**src/rtl/alu_result_mux.sv**
```systemverilog
// ALU result selector: picks one packed input channel per accepted beat and
// queues the result with zero/range flags in a two-entry skid buffer.
module alu_result_mux #(
  parameter int unsigned WIDTH  = 24,
  parameter int unsigned NUM_IN = 4,
  parameter int unsigned SEL_W  = 3
) (
  input  logic                    i_clk,
  input  logic                    i_rst,
  input  logic [NUM_IN*WIDTH-1:0] i_in_data,
  input  logic [SEL_W-1:0]        i_sel,
  input  logic                    i_in_valid,
  output logic                    o_in_ready,
  output logic [WIDTH-1:0]        o_out_data,
  output logic [SEL_W-1:0]        o_out_sel,
  output logic                    o_out_zero,
  output logic                    o_out_sel_err,
  output logic                    o_out_valid,
  input  logic                    i_out_ready,
  output logic                    o_err_sticky
);

  localparam int unsigned PAY_W = WIDTH + SEL_W + 2;

  typedef enum logic [1:0] {
    ST_EMPTY = 2'd0,
    ST_ONE   = 2'd1,
    ST_FULL  = 2'd2
  } state_t;

  state_t             r_state;
  state_t             w_state_nxt;
  logic [PAY_W-1:0]   r_main;
  logic [PAY_W-1:0]   r_skid;
  logic               r_err_sticky;
  logic [WIDTH-1:0]   w_sel_data;
  logic               w_sel_err;
  logic [PAY_W-1:0]   w_pay;
  logic               w_accept;
  logic               w_consume;

  // Channel selection; out-of-range selectors yield zero data
  always_comb begin
    w_sel_data = '0;
    w_sel_err  = (32'(i_sel) >= NUM_IN);
    for (int unsigned k = 0; k < NUM_IN; k++) begin
      if (i_sel == SEL_W'(k)) begin
        w_sel_data = i_in_data[k*WIDTH +: WIDTH];
      end
    end
  end

  assign w_pay     = {w_sel_data, i_sel, (w_sel_data == '0), w_sel_err};
  assign w_accept  = i_in_valid && o_in_ready;
  assign w_consume = o_out_valid && i_out_ready;

  // State register
  always_ff @(posedge i_clk) begin
    if (i_rst) begin
      r_state <= ST_EMPTY;
    end else begin
      r_state <= w_state_nxt;
    end
  end

  // Next-state logic
  always_comb begin
    w_state_nxt = r_state;
    case (r_state)
      ST_EMPTY: if (w_accept) w_state_nxt = ST_ONE;
      ST_ONE: begin
        if (w_accept && !w_consume)      w_state_nxt = ST_FULL;
        else if (!w_accept && w_consume) w_state_nxt = ST_EMPTY;
      end
      ST_FULL:  if (w_consume) w_state_nxt = ST_ONE;
      default:  w_state_nxt = ST_EMPTY;
    endcase
  end

  // Handshake outputs decoded from state; ready is held low during reset
  always_comb begin
    o_in_ready  = 1'b0;
    o_out_valid = 1'b0;
    case (r_state)
      ST_EMPTY: o_in_ready = !i_rst;
      ST_ONE: begin
        o_in_ready  = !i_rst;
        o_out_valid = 1'b1;
      end
      ST_FULL:  o_out_valid = 1'b1;
      default: ;
    endcase
  end

  // Main/skid payload registers and sticky error flag
  always_ff @(posedge i_clk) begin
    if (i_rst) begin
      r_main       <= '0;
      r_skid       <= '0;
      r_err_sticky <= 1'b0;
    end else begin
      case (r_state)
        ST_EMPTY: if (w_accept) r_main <= w_pay;
        ST_ONE: begin
          if (w_accept && w_consume) r_main <= w_pay;
          else if (w_accept)         r_skid <= w_pay;
        end
        ST_FULL:  if (w_consume) r_main <= r_skid;
        default: ;
      endcase
      if (w_accept && w_sel_err) r_err_sticky <= 1'b1;
    end
  end

  assign {o_out_data, o_out_sel, o_out_zero, o_out_sel_err} = r_main;
  assign o_err_sticky = r_err_sticky;

endmodule

```
**config.mk**
```make
export PLATFORM = sky130hd
export DESIGN_NAME = alu_result_mux
export DESIGN_NICKNAME = d
export VERILOG_FILES = /design/src/rtl/alu_result_mux.sv
export SDC_FILE = /design/constraint.sdc
export NUM_CORES = 1
export LEC_CHECK = 0
export CAP_MARGIN = 20
export CORE_AREA = 10 10 91 124
export CTS_BUF_LIST = sky130_fd_sc_hd__clkbuf_16
export CTS_CLUSTER_DIAMETER = 120
export CTS_CLUSTER_SIZE = 30
export DETAILED_ROUTE_END_ITERATION = 8
export DIE_AREA = 0 0 101 134
export GPL_ROUTABILITY_DRIVEN = 0
export PLACE_DENSITY = 0.75
export SLEW_MARGIN = 20
export SYNTH_ARGS = -nofsm -noshare
export SYNTH_HDL_FRONTEND = slang
export SYNTH_SLANG_ARGS = --single-unit
```
**constraint.sdc**
```tcl
create_clock -name i_clk -period 2.01 [get_ports i_clk]
set_input_delay 0.3015 -clock i_clk [delete_from_list [all_inputs] [get_ports i_clk]]
set_output_delay 0.3015 -clock i_clk [all_outputs]
set_load 0.03 [all_outputs]
```
### Word-level counts from Yosys, hierarchy flattened

Index checks and enable logic that the tools add are counted.

| word-level totals | value |
|---|---|
| register bits after elaboration | 61 |
| input port bits | 103 |
| output and inout port bits | 32 |
| logic and storage cells | 48 |

| operators by class | value |
|---|---|
| order comparisons | 1 |
| equal/unequal tests | 9 |
| multiplexer cells | 15 |
| bitwise logic cells | 1 |
| reductions and logical operators | 18 |

Operators with widths:

| cell | count |
|---|---|
| two-way mux 24 bit | 4 |
| two-way mux 29 bit | 3 |
| case mux 29 bit (3 select lines) | 1 |
| zero test 24 bit | 1 |
| two-way mux 2 bit | 4 |
| == test 3 x 2 -> 1 bit (second input constant) | 2 |
| logical AND 1 bit | 6 |
| != test 2 bit (second input constant) | 3 |
| case mux 2 bit (3 select lines) | 1 |
| AND reduction 3 bit | 2 |
| AND reduction 4 bit | 1 |
| OR reduction 2 bit | 2 |
| == test 3 x 1 -> 1 bit (second input constant) | 1 |
| >= comparator 3 bit (second input constant) | 1 |
| zero test 1 bit | 3 |
| zero test 3 bit | 1 |
| != test 3 bit (second input constant) | 1 |
| nonzero test 3 bit | 1 |
| == test 2 x 1 -> 1 bit (second input constant) | 1 |
| == test 2 bit (second input constant) | 1 |
| zero test 2 bit | 1 |
| two-way mux 1 bit | 2 |
| NOT 1 bit | 1 |

### Logic depth before layout (Yosys ltp)

Gate-level depths: netlist (run 1).

| depth | value |
|---|---|
| depth in word-level cells | 9 |
| depth in mapped cells | 12 |
| gate-level depth less buffers | 10 |

### Worst setup path after synthesis (run 1)

OpenSTA, ideal clock, no wires.

| timing | value |
|---|---|
| path type | register to register |
| start | register r_state[1] |
| end | register r_main[16] |
| setup time | 0.070 ns |
| arrival time | 2.469 ns |
| data required time | 1.940 ns |
| path slack | -0.529 ns |
| cell stages (with the launch flop) | 13 |
| buffers on the path | 2 |
| clock period less this slack | 2.539 ns |
| cells stage by stage | dfxtp_1 > inv_1 > ha_1 > clkbuf_1 > nor2_1 > nor2_1 > and2_1 > ha_1 > nand2b_1 > o311ai_1 > clkbuf_1 > a211o_1 > a21oi_1 |

| on the way | value |
|---|---|
| cells in the longest elaborated chain, start to end | 7 |
| elaborated cells on any way between the ends | 16 |
| classes of those cells | eq/ne: 5; mux: 3; reduce/logical: 8 |

RTL lines:

| what | RTL line | RTL |
|---|---|---|
| start: declaration | 31 | `state_t r_state;` |
| start signal: assignment | 62 | `r_state <= w_state_nxt;` |
| == test 2 x 1 -> 1 bit or zero test 2 bit (tied branches) | 84 | `case (r_state)` |
| OR reduction 2 bit (no line) (*) | - |  |
| two-way mux 1 bit (*) | - |  |
| via o_in_ready | 13 | `output logic o_in_ready,` |
| logical AND 1 bit (*) | 54 | `assign w_accept = i_in_valid && o_in_ready;` |
| logical AND 1 bit | 105 | `if (w_accept && w_consume) r_main <= w_pay;` |
| != test 2 bit (no line) | - |  |
| AND reduction 4 bit (no line) (*) | - |  |
| end signal: assignment | 103 | `ST_EMPTY: if (w_accept) r_main <= w_pay;` |
| end signal: assignment | 105 |  |
| end signal: assignment | 108 | `ST_FULL: if (w_consume) r_main <= r_skid;` |
| end: declaration | 33 | `logic [PAY_W-1:0] r_main;` |

Mark *: on every way through the listed nets, which the timed path passes. The rest lies on a longest branch.
A chain may end at the register's enable or synchronous reset.

### Final worst setup path (run 1)

| timing | value |
|---|---|
| start | register r_state[0] |
| end | register r_main[23] |

| on the way | value |
|---|---|
| cells in the longest elaborated chain, start to end | 7 |
| elaborated cells on any way between the ends | 16 |
| classes of those cells | eq/ne: 5; mux: 3; reduce/logical: 8 |

RTL lines:

| what | RTL line |
|---|---|
| == test 2 x 1 -> 1 bit (tied with other cells) | 84, 102 |
| OR reduction 2 bit (no line) | - |
| two-way mux 1 bit (on tied branches) | - |
| logical AND 1 bit (on tied branches) | 54, 55 |
| logical AND 1 bit | 105 |
| != test 2 bit (no line) | - |
| AND reduction 4 bit (no line) | - |

Several ways; a longest one is shown, not always the timed one.

==> flow_summary_export.csv, run 1 <==
group,metric,value,unit
outcome,status,"finished clean",
yosys,synthDistinctLibCells,54,
clocking,clock_latency,0.33,ns
placement,port-buffer-count,134,
yosys,synth_common_cells,"nor2_1, dfxtp_1, nand2_1",
yosys,yosysTopAreaCellShare,34.8,%
detailed_routing,remaining_drc_errors,0,
die,die_area,0.0135,sq mm
layout,fillerInstances,742,
sta,clock.fmax,0.522,GHz
sta,skew,0.00344,ns
pwr,p_int,3.27,mW
global_routing,grt_pass1_wl,19100,um
yosys,synth-xor-area-share,0,%
pwr,clkPwrFrac,29.9,%
pwr,irDropWorstVdd,0.491,mV
worst_setup_path,critPathKind,"flop to flop",
sta,holdWs,0.449,ns
sta,finalHoldViolCount,0,
yosys,synth_top_family_by_area,"compound AO/OA/AOI/OAI gates",
pwr,seqPwrFrac,29.9,%
yosys,synth_area_per_cell,8.07,sq um
layout,fin_cells,712,
die,rows,41,
layout,nNetsFinal,710,
clocking,holdBufCountCts,0,
pwr,leakage,2.19,nW
clocking,cts-root-buf,"clkbuf_16",
worst_setup_path,slowest_delay,0.32,ns
yosys,yosysTopAreaCell,"dfxtp_1",
yosys,ys_seq_area_share,34.8,%
die,start_util,39.1,%
sta,finalCriticalPeriod,1.92,ns
pwr,power.share.switching,32.7,%
yosys,ys_ff_latch,61,
sta,rsz0062_at_grt,"yes",
die,pin_count,135,
sta,slew_headroom,58.2,%
yosys,netlist_area,0.00351,sq mm
worst_setup_path,cp_top_family,"simple AND/OR/NAND/NOR gates",
clocking,cts_inserted_buffers,9,
detailed_routing,dr.pass1.iters,4,
worst_setup_path,path_cells,"buf_4, ha_4, nor2_4, nor2_4, and2_4, ha_4, nand2b_4, o311ai_4, buf_4, clkbuf_16, nand2_1, a21oi_1",
yosys,async_flop_share,0,%
yosys,synth_ff_type,"dfxtp_1",
detailed_routing,vias,3741,
yosys,syn_nets,545,
yosys,ys_warn_count,0,
yosys,syn-instance-count,435,
pwr,p_switching,1.59,mW
layout,register_area,0.00122,sq mm
placement,hpwl,9330,um
worst_setup_path,startpoint_type,"flop",
clocking,cts-htree-levels,3,
global_routing,grt_usage,17.2,%
detailed_routing,drt-initial-drc-count,367,
yosys,synth-compound-area-share,23.2,%
global_routing,grt_pass1_vias,3893,
sta,worst_slew_pin_slew,0.627,ns
detailed_routing,ant_nets,0,
yosys,synth_edf_count,0,
die,die_height,134,um
detailed_routing,routed_wl,11800,um
sta,slew_violations,0,
run,maxCapViolCount,0,
detailed_routing,wl_per_cell,16.6,um
global_routing,grt_max_degree,62,
placement,place_inst,687,
yosys,synth_simple_gate_area_share,22.4,%
worst_setup_path,worstPathRequired,2.26,ns
layout,antenna_cells,0,
yosys,synthAdderAreaFrac,2.49,%
sta,setup_viol,0,
worst_setup_path,end_kind,"flop",
sta,setup_ws,0.0930,ns
sta,post-route-period-util,95.4,%
worst_setup_path,slowest_stage,"dfxtp_2",
die,core,0.00898,sq mm
pwr,power.density,848,mW/mm^2
worst_setup_path,arrival,2.17,ns
worst_setup_path,cp_num_buf_inv,3,
worst_setup_path,startpoint,"r_state[0]$_SDFFE_PP0P_",
worst_setup_path,r2r-start,"r_state[0]$_SDFFE_PP0P_",
placement,dp_slack,-0.394,ns
clocking,clock-sinks,61,
die,die_w,101,um
layout,area_growth,63.5,%
global_routing,grt_overflow,0,
yosys,synth.most_common_cell,"nor2_1",
clocking,cts.path.max_buffers,2,
global_routing,grt_antenna_before_repair,0,
worst_setup_path,crit_fanout,10,
clocking,clkTransAtPathRegs,0.05,ns
layout,multiInputGateArea,0.00224,sq mm
yosys,ys_top_cells_by_area,"dfxtp_1, nor2_1, a21oi_1",
detailed_routing,vias_per_cell,5.25,
pwr,combPwrFrac,40.2,%
yosys,synthMuxAreaShare,11.0,%
hold_path,hp-class,"flop to flop",
layout,final_layout_size_suffix_gt1_share,21.3,%
hold_path,min-delay-start,"r_skid[7]$_SDFFE_PP0P_",
clocking,cts_tree,"built",
[per-stage QoR]
step	area (sq um)	setup TNS (ns)	utilization (%)	total power, mW
floorplan	3700	-0.467	-	2.59
global placement	5300	-6.33	59.0	3.29
detailed placement	5300	-8.06	59.0	3.34
CTS	5600	0	62.4	4.80
global route	5740	-0.0876	63.9	5.11
finish	5740	0	63.9	4.86
[layer usage]
layer,share of wire (%),GRT usage (%)
met1,39,19.3
met2,52,29.7
met3,7.2,5.30
met4,1.7,5.90
met5,0,0
[sequential cells by signal, indices dropped and copies added, names as in the netlist]
register	cells
r_state	2
r_main	29
o_err_sticky	1
r_skid	29
[what timing repair did]
action                                  4_1_cts  5_1_grt
endpoints found under the setup margin        5       25
gates cloned                                  0        1
endpoints found under the hold margin         0        0
buffers inserted                              1        7
pin swaps                                     1        4
gates resized for setup                       7       21
[kinds of logic (layout without fill, tap and decap cells)]
kind of cell    count (synthesis)  count (layout)
compound gates                124             124
fa+ha+maj                       7               7
buf+inv                        44             214
flops                          61              61
mux                            27              27
simple gates                  172             172
[power by group through the flow]
stage	Clock, mW	Combinational (mW)	Sequential [mW]
after global placement	0	1.83	1.47
final	1.45	1.96	1.45
after floorplan	0	0.896	1.70
after global routing	1.53	2.11	1.47
after CTS	1.46	1.88	1.45
after detailed placement	0	1.86	1.48
[worst register-to-register path, stage by stage (launching register included)]
cell and delay (ns):
dfxtp_2 0.32, buf_4 0.15, ha_4 0.17, nor2_4 0.10
nor2_4 0.05, and2_4 0.15, ha_4 0.15, nand2b_4 0.15
o311ai_4 0.11, buf_4 0.20, clkbuf_16 0.14, nand2_1 0.05
a21oi_1 0.13
[area by class of cell]
cell class | instances | area share, %
clock inverter | 7 | 0.981
multi-input combinational | 330 | 39.0
clock buffer | 9 | 3.92
tap | 107 | 2.33
sequential | 61 | 21.3
inverter | 6 | 0.545
timing repair buffer | 192 | 31.9
[path summary, 6_finish.rpt]
| path | slack, ns | depth (start not counted) | end |
|---|---|---|---|
| setup / recovery | 0.09 | 12 | r_main[23]$_SDFFE_PP0P_ |
| hold / removal | 0.45 | 2 | r_skid[7]$_SDFFE_PP0P_ |
| setup reg to reg | 0.09 | 12 | r_main[23]$_SDFFE_PP0P_ |
| hold reg to reg | 0.45 | 2 | r_skid[7]$_SDFFE_PP0P_ |
[cells in the final DEF (no fill, tap or decap), types with 3 or more instances in the layout]
master / synthesis / routed
o211ai_1: 5 / 5
clkinv_2: 0 / 3
a211o_1: 7 / 7
a211oi_1: 29 / 20
a21oi_1: 49 / 44
clkbuf_16: 0 / 10
o21ai_0: 11 / 10
mux2_2: 4 / 4
and3b_1: 3 / 3
mux4_2: 5 / 7
mux2i_1: 15 / 15
nand4_1: 3 / 3
dfxtp_1: 61 / 59
a211oi_2: 2 / 11
clkdlybuf4s50_1: 0 / 129
nor3_1: 13 / 12
clkinv_1: 1 / 3
nand2_1: 53 / 53
a2bb2oi_1: 3 / 3
a21oi_2: 2 / 7
ha_4: 0 / 3
nand2b_1: 7 / 6
nor2_1: 70 / 68
buf_6: 3 / 5
nor2b_1: 9 / 9
nor4_1: 3 / 3
buf_4: 1 / 51
ha_1: 7 / 4
Note: power is estimated with default switching activity, not from simulation.
==> run 2: changes to the inputs <==
--- a/config.mk
+++ b/config.mk
@@ -13,6 +13,7 @@
 export DETAILED_ROUTE_END_ITERATION = 8
 export DIE_AREA = 0 0 101 134
 export GPL_ROUTABILITY_DRIVEN = 0
+export MAX_ROUTING_LAYER = met4
 export PLACE_DENSITY = 0.75
 export SLEW_MARGIN = 20
 export SYNTH_ARGS = -nofsm -noshare
==> run 2 against run 1 <==
Register-to-register slack barely moved; utilization did not move; sequential cell count unchanged; total power is essentially flat; combinational power barely moved; highest routed layer unchanged; global-route usage is 0.46 points higher; sequential power about the same; first-iteration DRC count grew 7.1%; clock-buffer cell count unchanged; maximum frequency is essentially flat; largest power group unchanged; clock power hardly changed.
==> flow_summary_export.csv, run 2 (synthesized netlist as in run 1, its figures left out) <==
group,metric,value,unit
clocking,clock_latency,0.33,ns
clocking,clkTransAtPathRegs,0.05,ns
layout,final_common_cell,"clkdlybuf4s50_1",
detailed_routing,routed_wl,11800,um
worst_setup_path,path_cells,"buf_4, ha_4, nor2_4, nor2_4, and2_4, ha_4, nand2b_4, o311ai_4, buf_4, clkbuf_16, nand2_1, a21oi_1",
layout,multiInputGateArea,0.00224,sq mm
pwr,leakage,2.19,nW
sta,post-route-period-util,95.3,%
die,pin_count,135,
global_routing,grt_pass1_wl,19100,um
sta,setup_viol,0,
die,core,0.00898,sq mm
die,die_height,134,um
layout,layout_common_cells,"clkdlybuf4s50_1, nor2_1, dfxtp_1, nand2_1, buf_4",
layout,register_area,0.00122,sq mm
detailed_routing,remaining_drc_errors,0,
placement,hpwl,9330,um
worst_setup_path,end_kind,"flop",
worst_setup_path,critPathKind,"flop to flop",
worst_setup_path,startpoint,"r_state[0]$_SDFFE_PP0P_",
worst_setup_path,arrival,2.17,ns
run,maxCapViolCount,0,
sta,finalCriticalPeriod,1.92,ns
worst_setup_path,worstPathRequired,2.26,ns
worst_setup_path,startpoint_type,"flop",
clocking,cts-root-buf,"clkbuf_16",
die,start_util,39.1,%
worst_setup_path,slowest_stage,"dfxtp_2",
detailed_routing,dr.pass1.iters,4,
die,die_area,0.0135,sq mm
sta,slew_violations,0,
detailed_routing,ant_nets,0,
clocking,cts.path.max_buffers,2,
detailed_routing,vias,3744,
pwr,irDropWorstVdd,0.495,mV
pwr,power.density,848,mW/mm^2
sta,worst_slew_pin_slew,0.631,ns
sta,clock.fmax,0.522,GHz
global_routing,grt_usage,17.7,%
detailed_routing,vias_per_cell,5.26,
global_routing,grt_antenna_before_repair,0,
sta,finalHoldViolCount,0,
sta,skew,0.00355,ns
layout,fin_cells,712,
clocking,clock-sinks,61,
die,rows,41,
hold_path,min-delay-start,"r_skid[7]$_SDFFE_PP0P_",
placement,place_inst,687,
layout,antenna_cells,0,
layout,nNetsFinal,710,
detailed_routing,wl_per_cell,16.5,um
layout,fillerInstances,742,
clocking,cts-htree-levels,3,
global_routing,grt_max_degree,62,
clocking,holdBufCountCts,0,
layout,area_growth,63.5,%
detailed_routing,drt-initial-drc-count,393,
worst_setup_path,crit_fanout,10,
die,die_w,101,um
layout,top_regs,"r_main: 29 flops, r_skid: 29 flops, r_state: 2 flops",
worst_setup_path,r2r-start,"r_state[0]$_SDFFE_PP0P_",
clocking,cts_inserted_buffers,9,
sta,setup_tns,0,ns
clocking,cts_tree,"built",
outcome,status,"finished clean",
layout,final_layout_size_suffix_gt1_share,21.3,%
worst_setup_path,slowest_delay,0.32,ns
global_routing,grt_pass1_vias,3909,
placement,port-buffer-count,134,
hold_path,hp-class,"flop to flop",
worst_setup_path,cp_top_family,"simple AND/OR/NAND/NOR gates",
sta,rsz0062_at_grt,"yes",
sta,slew_headroom,57.9,%
global_routing,grt_overflow,0,
worst_setup_path,cp_num_buf_inv,3,
==> run 2: cell counts in the layout (fill, tap and decap cells not counted) <==
Identical to the previous run, type by type.
==> run 2: worst paths after layout <==
check	to	slack [ns]	depth (start not counted)
min reg2reg	r_skid[7]$_SDFFE_PP0P_	0.45	2
min	r_skid[7]$_SDFFE_PP0P_	0.45	2
max reg2reg	r_main[23]$_SDFFE_PP0P_	0.09	12
max	r_main[23]$_SDFFE_PP0P_	0.09	12
==> run 2: stage by stage <==
step	worst slack, ns	hold slack, ns	total power [mW]	instance area, sq um	util [%]
floorplan	-0.0645	0.431	2.59	3700	-
global placement	-0.363	0.437	3.29	5300	59.0
detailed placement	-0.394	0.441	3.34	5300	59.0
CTS	0.00497	0.448	4.80	5600	62.4
global route	-0.0240	0.467	5.11	5740	63.9
finish	0.0936	0.448	4.87	5740	63.9
==> run 2: tightest hold or removal path, cell delays in order (launching register included) <==
cell	delay [ns]
dfxtp_1	0.30
nand2_1	0.05
a21oi_1	0.05
==> run 2: report_power, final <==
part | switching [mW] | internal (mW) | leakage, nW
combinational | 0.990 | 0.967 | 1.55
clock | 0.520 | 0.937 | 0.141
sequential | 0.0856 | 1.37 | 0.497
total | 1.60 | 3.27 | 2.19
==> run 2: timing repair <==
item | 4_1_cts | 5_1_grt
cloned | 0 | 1
setup buffers | 1 | 7
pin swaps | 1 | 4
gates resized for setup | 7 | 21
setup endpoints to repair | 5 | 24
==> run 2: final cells by class <==
type                       count  share of cell area [%]
tap                          107                    2.33
timing repair buffer         192                    31.9
clock inverter                 7                   0.981
sequential                    61                    21.3
multi-input combinational    330                    39.0
clock buffer                   9                    3.92
inverter                       6                   0.545
==> run 2: per-layer routing <==
metal  GRT usage, %  vias to the layer above  share of wire (%)
li1               -                     1879                  -
met1           20.5                     1715                 42
met2           29.7                      136                 51
met3           3.24                       14                4.8
met4           5.90                        0                2.0
met5              -                        -                  0
